==> src/rtl/lsu_req_ctrl_pkg.sv <==
// Shared LSU constants: datapath width, RV32 load/store funct3 codes and
// the request legality check used when an instruction is accepted from EXU.
package lsu_req_ctrl_pkg;

    localparam int CPU_WIDTH = 32;

    localparam logic [2:0] F3_B  = 3'd0;
    localparam logic [2:0] F3_H  = 3'd1;
    localparam logic [2:0] F3_W  = 3'd2;
    localparam logic [2:0] F3_BU = 3'd4;
    localparam logic [2:0] F3_HU = 3'd5;

    // Misaligned, illegal width code, or both classes at once; bypass never errs.
    function automatic logic f_req_err(
        input logic       ld,
        input logic       st,
        input logic [2:0] f3,
        input logic [1:0] a
    );
        logic illegal;
        logic misal;
        illegal = ld ? (f3 == 3'd3 || f3 == 3'd6 || f3 == 3'd7) : (f3 >= 3'd3);
        misal   = (f3[1:0] == 2'd1 && a[0]) || (f3[1:0] == 2'd2 && a != 2'd0);
        return (ld & st) | ((ld | st) & (illegal | misal));
    endfunction

endpackage

==> src/rtl/lsu_ld_ext.sv <==
// Load lane select and sign/zero extension of a responder word.
module lsu_ld_ext
    import lsu_req_ctrl_pkg::*;
(
    input  logic [CPU_WIDTH-1:0] i_rdata,
    input  logic [1:0]           i_addr_lo,
    input  logic [2:0]           i_funct3,
    output logic [CPU_WIDTH-1:0] o_ldata
);

    logic [CPU_WIDTH-1:0] w_shift;

    assign w_shift = i_rdata >> {i_addr_lo, 3'b000};

    always_comb begin
        o_ldata = '0;
        case (i_funct3)
            F3_B:    o_ldata = {{(CPU_WIDTH-8){w_shift[7]}}, w_shift[7:0]};
            F3_H:    o_ldata = {{(CPU_WIDTH-16){w_shift[15]}}, w_shift[15:0]};
            F3_W:    o_ldata = w_shift;
            F3_BU:   o_ldata = {{(CPU_WIDTH-8){1'b0}}, w_shift[7:0]};
            F3_HU:   o_ldata = {{(CPU_WIDTH-16){1'b0}}, w_shift[15:0]};
            default: o_ldata = '0;
        endcase
    end

endmodule

==> src/rtl/lsu_req_ctrl.sv <==
// LSU initiator: one EXU memory instruction -> one word-aligned SRAM access,
// then an aligned/extended result (or error/bypass completion) to WBU.
module lsu_req_ctrl
    import lsu_req_ctrl_pkg::*;
#(
    parameter int unsigned TIMEOUT = 255
) (
    input  logic                   i_clk,
    input  logic                   i_rst_n,
    input  logic                   i_pre_valid,
    output logic                   o_pre_ready,
    input  logic                   i_load,
    input  logic                   i_store,
    input  logic [2:0]             i_funct3,
    input  logic [CPU_WIDTH-1:0]   i_addr,
    input  logic [CPU_WIDTH-1:0]   i_wdata,
    output logic                   o_ren,
    output logic                   o_wen,
    output logic [CPU_WIDTH-1:0]   o_raddr,
    output logic [CPU_WIDTH-1:0]   o_waddr,
    output logic [CPU_WIDTH/8-1:0] o_wmask,
    output logic [CPU_WIDTH-1:0]   o_wdata,
    input  logic [CPU_WIDTH-1:0]   i_rdata,
    input  logic                   i_mem_valid,
    output logic                   o_post_valid,
    input  logic                   i_post_ready,
    output logic [CPU_WIDTH-1:0]   o_ldata,
    output logic                   o_err
);

    typedef enum logic [1:0] {S_IDLE, S_REQ, S_WAIT, S_DONE} state_t;

    localparam int unsigned   CW       = $clog2(TIMEOUT);
    localparam logic [CW-1:0] CNT_LAST = CW'(TIMEOUT - 1);

    state_t                   r_state;
    state_t                   w_next;
    logic [CPU_WIDTH-1:0]     r_addr;
    logic [2:0]               r_funct3;
    logic                     r_load;
    logic                     r_store;
    logic [CPU_WIDTH/8-1:0]   r_wmask;
    logic [CPU_WIDTH-1:0]     r_wdata;
    logic [CPU_WIDTH-1:0]     r_ldata;
    logic                     r_err;
    logic [CW-1:0]            r_cnt;

    logic                     w_req_err;
    logic [4:0]               w_sh;
    logic [CPU_WIDTH/8-1:0]   w_wmask;
    logic [CPU_WIDTH-1:0]     w_wdata;
    logic [CPU_WIDTH-1:0]     w_ldext;

    assign w_req_err = f_req_err(i_load, i_store, i_funct3, i_addr[1:0]);
    assign w_sh      = {i_addr[1:0], 3'b000};

    always_comb begin
        w_wmask = '0;
        w_wdata = '0;
        case (i_funct3[1:0])
            2'd0: begin
                w_wmask = 4'b0001 << i_addr[1:0];
                w_wdata = CPU_WIDTH'(i_wdata[7:0]) << w_sh;
            end
            2'd1: begin
                w_wmask = 4'b0011 << i_addr[1:0];
                w_wdata = CPU_WIDTH'(i_wdata[15:0]) << w_sh;
            end
            default: begin
                w_wmask = 4'b1111;
                w_wdata = i_wdata;
            end
        endcase
    end

    lsu_ld_ext u_ld_ext (
        .i_rdata   (i_rdata),
        .i_addr_lo (r_addr[1:0]),
        .i_funct3  (r_funct3),
        .o_ldata   (w_ldext)
    );

    always_ff @(posedge i_clk) begin
        if (!i_rst_n) r_state <= S_IDLE;
        else          r_state <= w_next;
    end

    always_comb begin
        w_next = r_state;
        case (r_state)
            S_IDLE: if (i_pre_valid) w_next = (w_req_err || !(i_load || i_store)) ? S_DONE : S_REQ;
            S_REQ:  w_next = S_WAIT;
            S_WAIT: if (i_mem_valid || r_cnt == CNT_LAST) w_next = S_DONE;
            S_DONE: if (i_post_ready) w_next = S_IDLE;
            default: w_next = S_IDLE;
        endcase
    end

    always_comb begin
        o_pre_ready  = (r_state == S_IDLE);
        o_ren        = (r_state == S_REQ) & r_load;
        o_wen        = (r_state == S_REQ) & r_store;
        o_post_valid = (r_state == S_DONE);
    end

    // Result registers only move on accept and in WAIT, so DONE holds them stable.
    always_ff @(posedge i_clk) begin
        if (!i_rst_n) begin
            r_addr   <= '0;
            r_funct3 <= '0;
            r_load   <= 1'b0;
            r_store  <= 1'b0;
            r_wmask  <= '0;
            r_wdata  <= '0;
            r_ldata  <= '0;
            r_err    <= 1'b0;
            r_cnt    <= '0;
        end else begin
            case (r_state)
                S_IDLE: if (i_pre_valid) begin
                    r_addr   <= i_addr;
                    r_funct3 <= i_funct3;
                    r_load   <= i_load;
                    r_store  <= i_store;
                    r_err    <= w_req_err;
                    r_ldata  <= '0;
                    r_wmask  <= (i_store && !w_req_err) ? w_wmask : '0;
                    r_wdata  <= (i_store && !w_req_err) ? w_wdata : '0;
                end
                S_REQ: r_cnt <= '0;
                S_WAIT: begin
                    if (i_mem_valid)            r_ldata <= r_load ? w_ldext : '0;
                    else if (r_cnt == CNT_LAST) r_err   <= 1'b1;
                    else                        r_cnt   <= r_cnt + 1'b1;
                end
                default: ;
            endcase
        end
    end

    assign o_raddr = {r_addr[CPU_WIDTH-1:2], 2'b00};
    assign o_waddr = {r_addr[CPU_WIDTH-1:2], 2'b00};
    assign o_wmask = r_wmask;
    assign o_wdata = r_wdata;
    assign o_ldata = r_ldata;
    assign o_err   = r_err;

endmodule

==> config.mk <==
export PLATFORM = sky130hd
export DESIGN_NAME = lsu_req_ctrl
export DESIGN_NICKNAME = d
export VERILOG_FILES = /design/src/rtl/lsu_req_ctrl_pkg.sv /design/src/rtl/lsu_ld_ext.sv /design/src/rtl/lsu_req_ctrl.sv
export SDC_FILE = /design/constraint.sdc
export NUM_CORES = 1
export LEC_CHECK = 0
export CORE_MARGIN = 2
export CORE_UTILIZATION = 48
export CTS_BUF_LIST = sky130_fd_sc_hd__clkbuf_8 sky130_fd_sc_hd__clkbuf_16
export DETAILED_ROUTE_END_ITERATION = 8
export PLACE_DENSITY = 0.87
export SLEW_MARGIN = 20
export SYNTH_ARGS = -nofsm -noshare
export SYNTH_HDL_FRONTEND = slang
export SYNTH_HIERARCHICAL = 1
export SYNTH_SLANG_ARGS = --single-unit
==> constraint.sdc <==
create_clock -name i_clk -period 3 [get_ports i_clk]
set_clock_uncertainty 0.15 [all_clocks]
set_input_delay 0.75 -clock i_clk [delete_from_list [all_inputs] [get_ports i_clk]]
set_output_delay 0.75 -clock i_clk [all_outputs]
set_load 0.05 [all_outputs]
## Word level (Yosys, flattened, before mapping)

Cells that the tools add are included.

| operators by class | value |
|---|---|
| $lt $le $gt $ge | 1 |
| shift-type cells | 5 |
| reductions and logical operators | 22 |
| bitwise operators | 7 |
| multiplexer cells | 22 |
| equal/unequal tests | 20 |
| add/sub/neg operators | 1 |

Operators by type and width:

| kind | number |
|---|---|
| case mux 32 bit (5 select lines) | 1 |
| 2-to-1 mux 32 bit | 4 |
| case mux 32 bit (2 select lines) | 2 |
| << shifter 16 x 5 -> 32 bit | 1 |
| << shifter 8 x 5 -> 32 bit | 1 |
| >> shifter 32 x 5 -> 32 bit | 1 |
| 2-to-1 mux 8 bit | 2 |
| case mux 8 bit (2 select lines) | 1 |
| equality test 3 bit (second input constant) | 4 |
| != test 2 bit (second input constant) | 6 |
| AND reduction 3 bit | 3 |
| adder 8 x 1 -> 8 bit (second input constant) | 1 |
| equality test 8 bit (second input constant) | 1 |
| 2-to-1 mux 2 bit | 4 |
| case mux 2 bit (4 select lines) | 1 |
| case mux 4 bit (2 select lines) | 1 |
| equality test 2 bit (second input constant) | 3 |
| equality test 3 x 2 -> 1 bit (second input constant) | 2 |
| logical OR 1 bit | 6 |
| nonzero test 2 bit | 3 |
| AND 1 bit | 4 |
| equality test 2 x 1 -> 1 bit (second input constant) | 2 |
| zero test 2 bit | 2 |
| 2-to-1 mux 1 bit | 4 |
| 13 further kinds | 18 |

| word-level totals | value |
|---|---|
| bits of input ports | 106 |
| register bits after elaboration | 116 |
| output and inout port bits | 137 |
| logic and storage cells | 88 |

## Longest topological paths before layout

| logic depth | value |
|---|---|
| depth after elaboration | 11 |
| gate-level depth with buffers | 9 |
| gate-level depth less buffers | 6 |

## By module

The synthesis kept the hierarchy.

Modules (own cells, without submodules):

| module | times used | seq. area each (um^2) | cells each | area each (um^2) |
|---|---|---|---|---|
| lsu_req_ctrl | 1 | 2322.2 | 633 | 5466.5 |
| lsu_ld_ext | 1 | 0.0 | 109 | 803.3 |

## Worst setup path after synthesis

No wires, ideal clock.

| timing path | value |
|---|---|
| path type | register -> register |
| start | register r_state[0] |
| end | register r_ldata[0], in the netlist o_ldata[0] |
| required time | 2.727 ns |
| setup slack | 0.772 ns |
| buffers on the path | 3 |
| cell stages (with the launch flop) | 10 |
| setup time | 0.123 ns |
| period minus slack after synthesis | 2.228 ns |
| arrival time | 1.955 ns |
| cells stage by stage | dfxtp_1 -> inv_1 -> ha_1 -> buf_4 -> nor2b_1 -> or3_1 -> buf_2 -> buf_2 -> nand2_1 -> a21boi_0 |

| on the way | value |
|---|---|
| word-level cells in the longest chain between the ends | 3 |
| elaborated cells between the ends (all ways) | 7 |
| classes of those cells | 3 x eq/ne; 1 x mux; 3 x reduce/logical |

RTL lines:

| item | line | text |
|---|---|---|
| from (decl) | lsu_req_ctrl.sv:36 | `state_t r_state;` |
| from (signal assigned) | lsu_req_ctrl.sv:85 | `else r_state <= w_next;` |
| zero test 2 bit (*) | - |  |
| net o_pre_ready | lsu_req_ctrl.sv:11 | `output logic o_pre_ready,` |
| != test 2 bit (no line) / nonzero test 2 bit (equally long branches) | - |  |
| AND reduction 3 bit (no line) | - |  |
| to (signal assigned) | lsu_req_ctrl.sv:132 | `if (i_mem_valid) r_ldata <= r_load ? w_ldext : '0;` |
| to (decl) | lsu_req_ctrl.sv:44 | `logic [CPU_WIDTH-1:0] r_ldata;` |

The timed path passes the listed nets; every way through them passes the cells marked *.
A chain may end at the register's enable or synchronous reset.

## Final worst setup path

| timing path | value |
|---|---|
| start | register r_state[1] |
| end | output o_wen |

| on the way | value |
|---|---|
| word-level cells in the longest chain between the ends | 2 |

RTL lines:

| item | line | text |
|---|---|---|
| equality test 2 x 1 -> 1 bit | lsu_req_ctrl.sv:102 | `o_wen = (r_state == S_REQ) & r_store;` |
| AND 1 bit | lsu_req_ctrl.sv:102 |  |
| to (decl) | lsu_req_ctrl.sv:18 | `output logic o_wen,` |

No other way between the ends.

==> impl_metrics.ini <==
[drt]
drc_errors = 0
ant_nets = 0
wire_per_inst_um = 16.6
drt_iter0_markers = 366
num_vias = 5924
via_per_inst = 5.49
routed_wirelength_um = 17900
dr.pass1.iters = 5

[pwr]
p_int_uw = 3690
p_sw_share_pct = 39.0
p_leak_uw = 0.00320
power_density_nw_per_um2 = 689
power_switching_uw = 2360
power_frac_seq_pct = 29.4
p_comb_share_pct = 39.9
peakVddDrop_mv = 0.439
clkPwrFrac_pct = 30.7

[clock_tree]
cts_resized = 0
h-tree-depth = 4
path_clk_slew_ns = 0.05
cts_root_buf = clkbuf_16
cts_tree = built
cts_made_buffers = 17
clock_latency_ns = 0.41
post_cts_buffers = 0
clk_path_buf_depth = 2
cts_hold_buffers = 0
cts.sinks = 116

[timing]
finalHoldViolCount = 0
rsz0062_at_grt = no
fmax_ghz = 0.349
timing.setup.tns_ns = 0
worstMarginPinSlew_ns = 0.705
max_slew_margin_pct = 52.9
period_needed_ns = 2.86
slew_violations = 0
setup_violations = 0
fin_crit_sh_pct = 95.5

[setup_path]
critPathKind = flip-flop to output pin
crit_arrival_ns = 1.96
crit_chain = inv_1, ha_1, and2_1, clkdlybuf4s50_1
crit_path_start_kind = flip-flop
cp_slowest_cell = clkdlybuf4s50_1
worstRegToRegCells = 5
worst_setup_path_end_kind = output pin
rr_endpoint = o_ldata[2]$_SDFFE_PN0P_
cp_max_fo = 4
ff2ff_setup_slack_ns = 0.83
regToRegStartpoint = r_addr[0]$_SDFFE_PN0P_
cp_data_required_time_ns = 2.10
slowest_delay_ns = 0.84

[worst_hold_path]
hp-start = o_ldata[12]$_SDFFE_PN0P_
hp-class = flip-flop to flip-flop
hold_path_end = o_ldata[12]$_SDFFE_PN0P_
worstHoldPathCells = 2

[yosys]
syn_avg_cell_area_um2 = 8.45
ys_async_sr_fraction_pct = 0
syn_inst = 742
synth-edff-count = 0
synth_cell_types = 68
yosysWarnings = 6
syn-cell-area_um2 = 6270
ys_ff_latch = 116
synth_flop_cell = dfxtp_1
ys_seq_area_share_pct = 37.0

[grt]
grt_usage_pct = 25.4
grt_max_degree = 71
antenna_found_initial = 1
grt_pass1_vias = 5645
overflow = 0
grt_pass1_wl_um = 28800

[cells_and_area]
design_area_um2 = 8790
areaGrowthSynthToFinish_pct = 40.2
drive_gt1_share_pct = 6.73
finalNonFillerCells = 1080
nNetsFinal = 1010
final_core_util_pct = 69.4

[placement]
port-buffer-count = 238
routabilityCongestion = 0.889
dp.cells = 1051
dp_hpwl_um = 12900
place_area_um2 = 8240

[floorplan]
die_area_um2 = 14000
die_w_um = 118
die_h_um = 118
start_util_pct = 49.5
core_area_um2 = 12700
fp-row-count = 41
io_pins = 243

[job]
drv_cap = 0

[status]
status = completed
==> critical path, delay by kind of cell, from the launching register on <==
kind | cells | cell delay (ns)
adders and majority gates | 1 | 0.17
buffers and inverters | 2 | 0.93
DFF | 1 | 0.34
and+or+nand+nor | 1 | 0.12
==> layer usage <==
layer	vias up	track usage (%)	routed length (um)
li1	2851	-	-
met1	2757	30.8	7390
met2	278	42.1	8590
met3	38	7.48	1470
met4	0	10.3	433
met5	-	0	0
==> Yosys cell counts, types with 11 or more instances <==
cell	instances	area [um2]
clkbuf_1	23	86.3
a21boi_1	17	128
nand3_1	35	175
o21ai_1	11	55.1
o21ai_0	28	140
nand2_1	141	529
a22oi_1	16	120
buf_2	22	110
nor2_1	15	56.3
dfxtp_1	116	2320
a22o_1	33	289
nor2b_1	15	93.8
a21boi_0	53	398
buf_4	66	495
mux2i_1	20	200
a211oi_1	14	105
==> layout by cell type, fill, tap and decap left out, types with 3 or more instances in the layout <==
cell type and n:
a21o_1 9, o2bb2ai_1 6, buf_4 16, ha_1 6, a2bb2oi_1 8, nor2_1 15, nand2_1 141, mux2i_1 20
nand4_1 3, dfxtp_1 116, and2_1 7, or3_1 3, a21boi_0 53, xor2_1 3, nor2b_1 15, clkbuf_16 17
a21boi_1 17, a22oi_1 16, clkbuf_8 4, a21oi_1 3, inv_1 7, clkinv_2 3, and3_1 3, nand2b_1 4
a22o_1 33, o21ai_0 28, conb_1 4, o21a_1 3, a211oi_1 14, o21ai_1 11, clkdlybuf4s50_1 236, nand3_1 35
==> sequential cells by signal (all words and copies together), names as in the netlist <==
register	count
r_store	1
o_wmask	4
o_ldata	32
o_err	1
r_state	2
r_load	1
r_funct3	3
r_cnt	8
r_addr	32
o_wdata	32
==> cell type report <==
class                      count  area, um2
sequential                   116       2320
timing repair buffer         254       2500
tap                          172        215
antenna                        1       2.50
multi-input combinational    504       3190
clock inverter                 7       60.1
fill                        1029       3880
inverter                       5       18.8
clock buffer                  21        480
==> cells by family after synthesis <==
kind of cell	share of synthesized area, %
other	0.0598
adders and majority gates	1.36
AOI/OAI and AO/OA	26.5
xor gates and xnor gates	0.559
DFF	37.0
buffers and inverters	12.4
and+or+nand+nor	18.7
muxes	3.37
==> through the flow <==
step	worst slack (ns)	power [uW]	hold slack [ns]
finish	0.135	6050	0.296
global route	0.0664	6340	0.315
CTS	0.0351	6080	0.300
detailed placement	0.227	4210	0.294
global placement	0.276	4180	0.284
floorplan	0.772	3670	0.289
==> power groups by stage <==
stage | registers, uW | clock network [uW] | logic (uW)
final | 1780 | 1860 | 2410
after global routing | 1800 | 1970 | 2570
after CTS | 1780 | 1890 | 2410
after detailed placement | 1810 | 0 | 2400
after global placement | 1810 | 0 | 2370
after floorplan | 1840 | 0 | 1830
==> worst max-delay path by stage <==
stage / start / endpoint / cells after the start / slack [ns]
2_1_floorplan: r_state[0]$_SDFFE_PN0P_ / o_ldata[0]$_SDFFE_PN0P_ / 9 / 0.77
3_3_place_gp: i_addr[0] / o_wdata[14]$_SDFFE_PN0P_ / 5 / 0.28
3_5_place_dp: i_addr[0] / o_wdata[11]$_SDFFE_PN0P_ / 5 / 0.23
4_1_cts: r_state[1]$_SDFFE_PN0P_ / o_pre_ready / 3 / 0.04
5_1_grt: r_state[1]$_SDFFE_PN0P_ / o_wen / 4 / 0.07
6_report: r_state[1]$_SDFFE_PN0P_ / o_wen / 4 / 0.14
(Power assumes the default switching activity.)
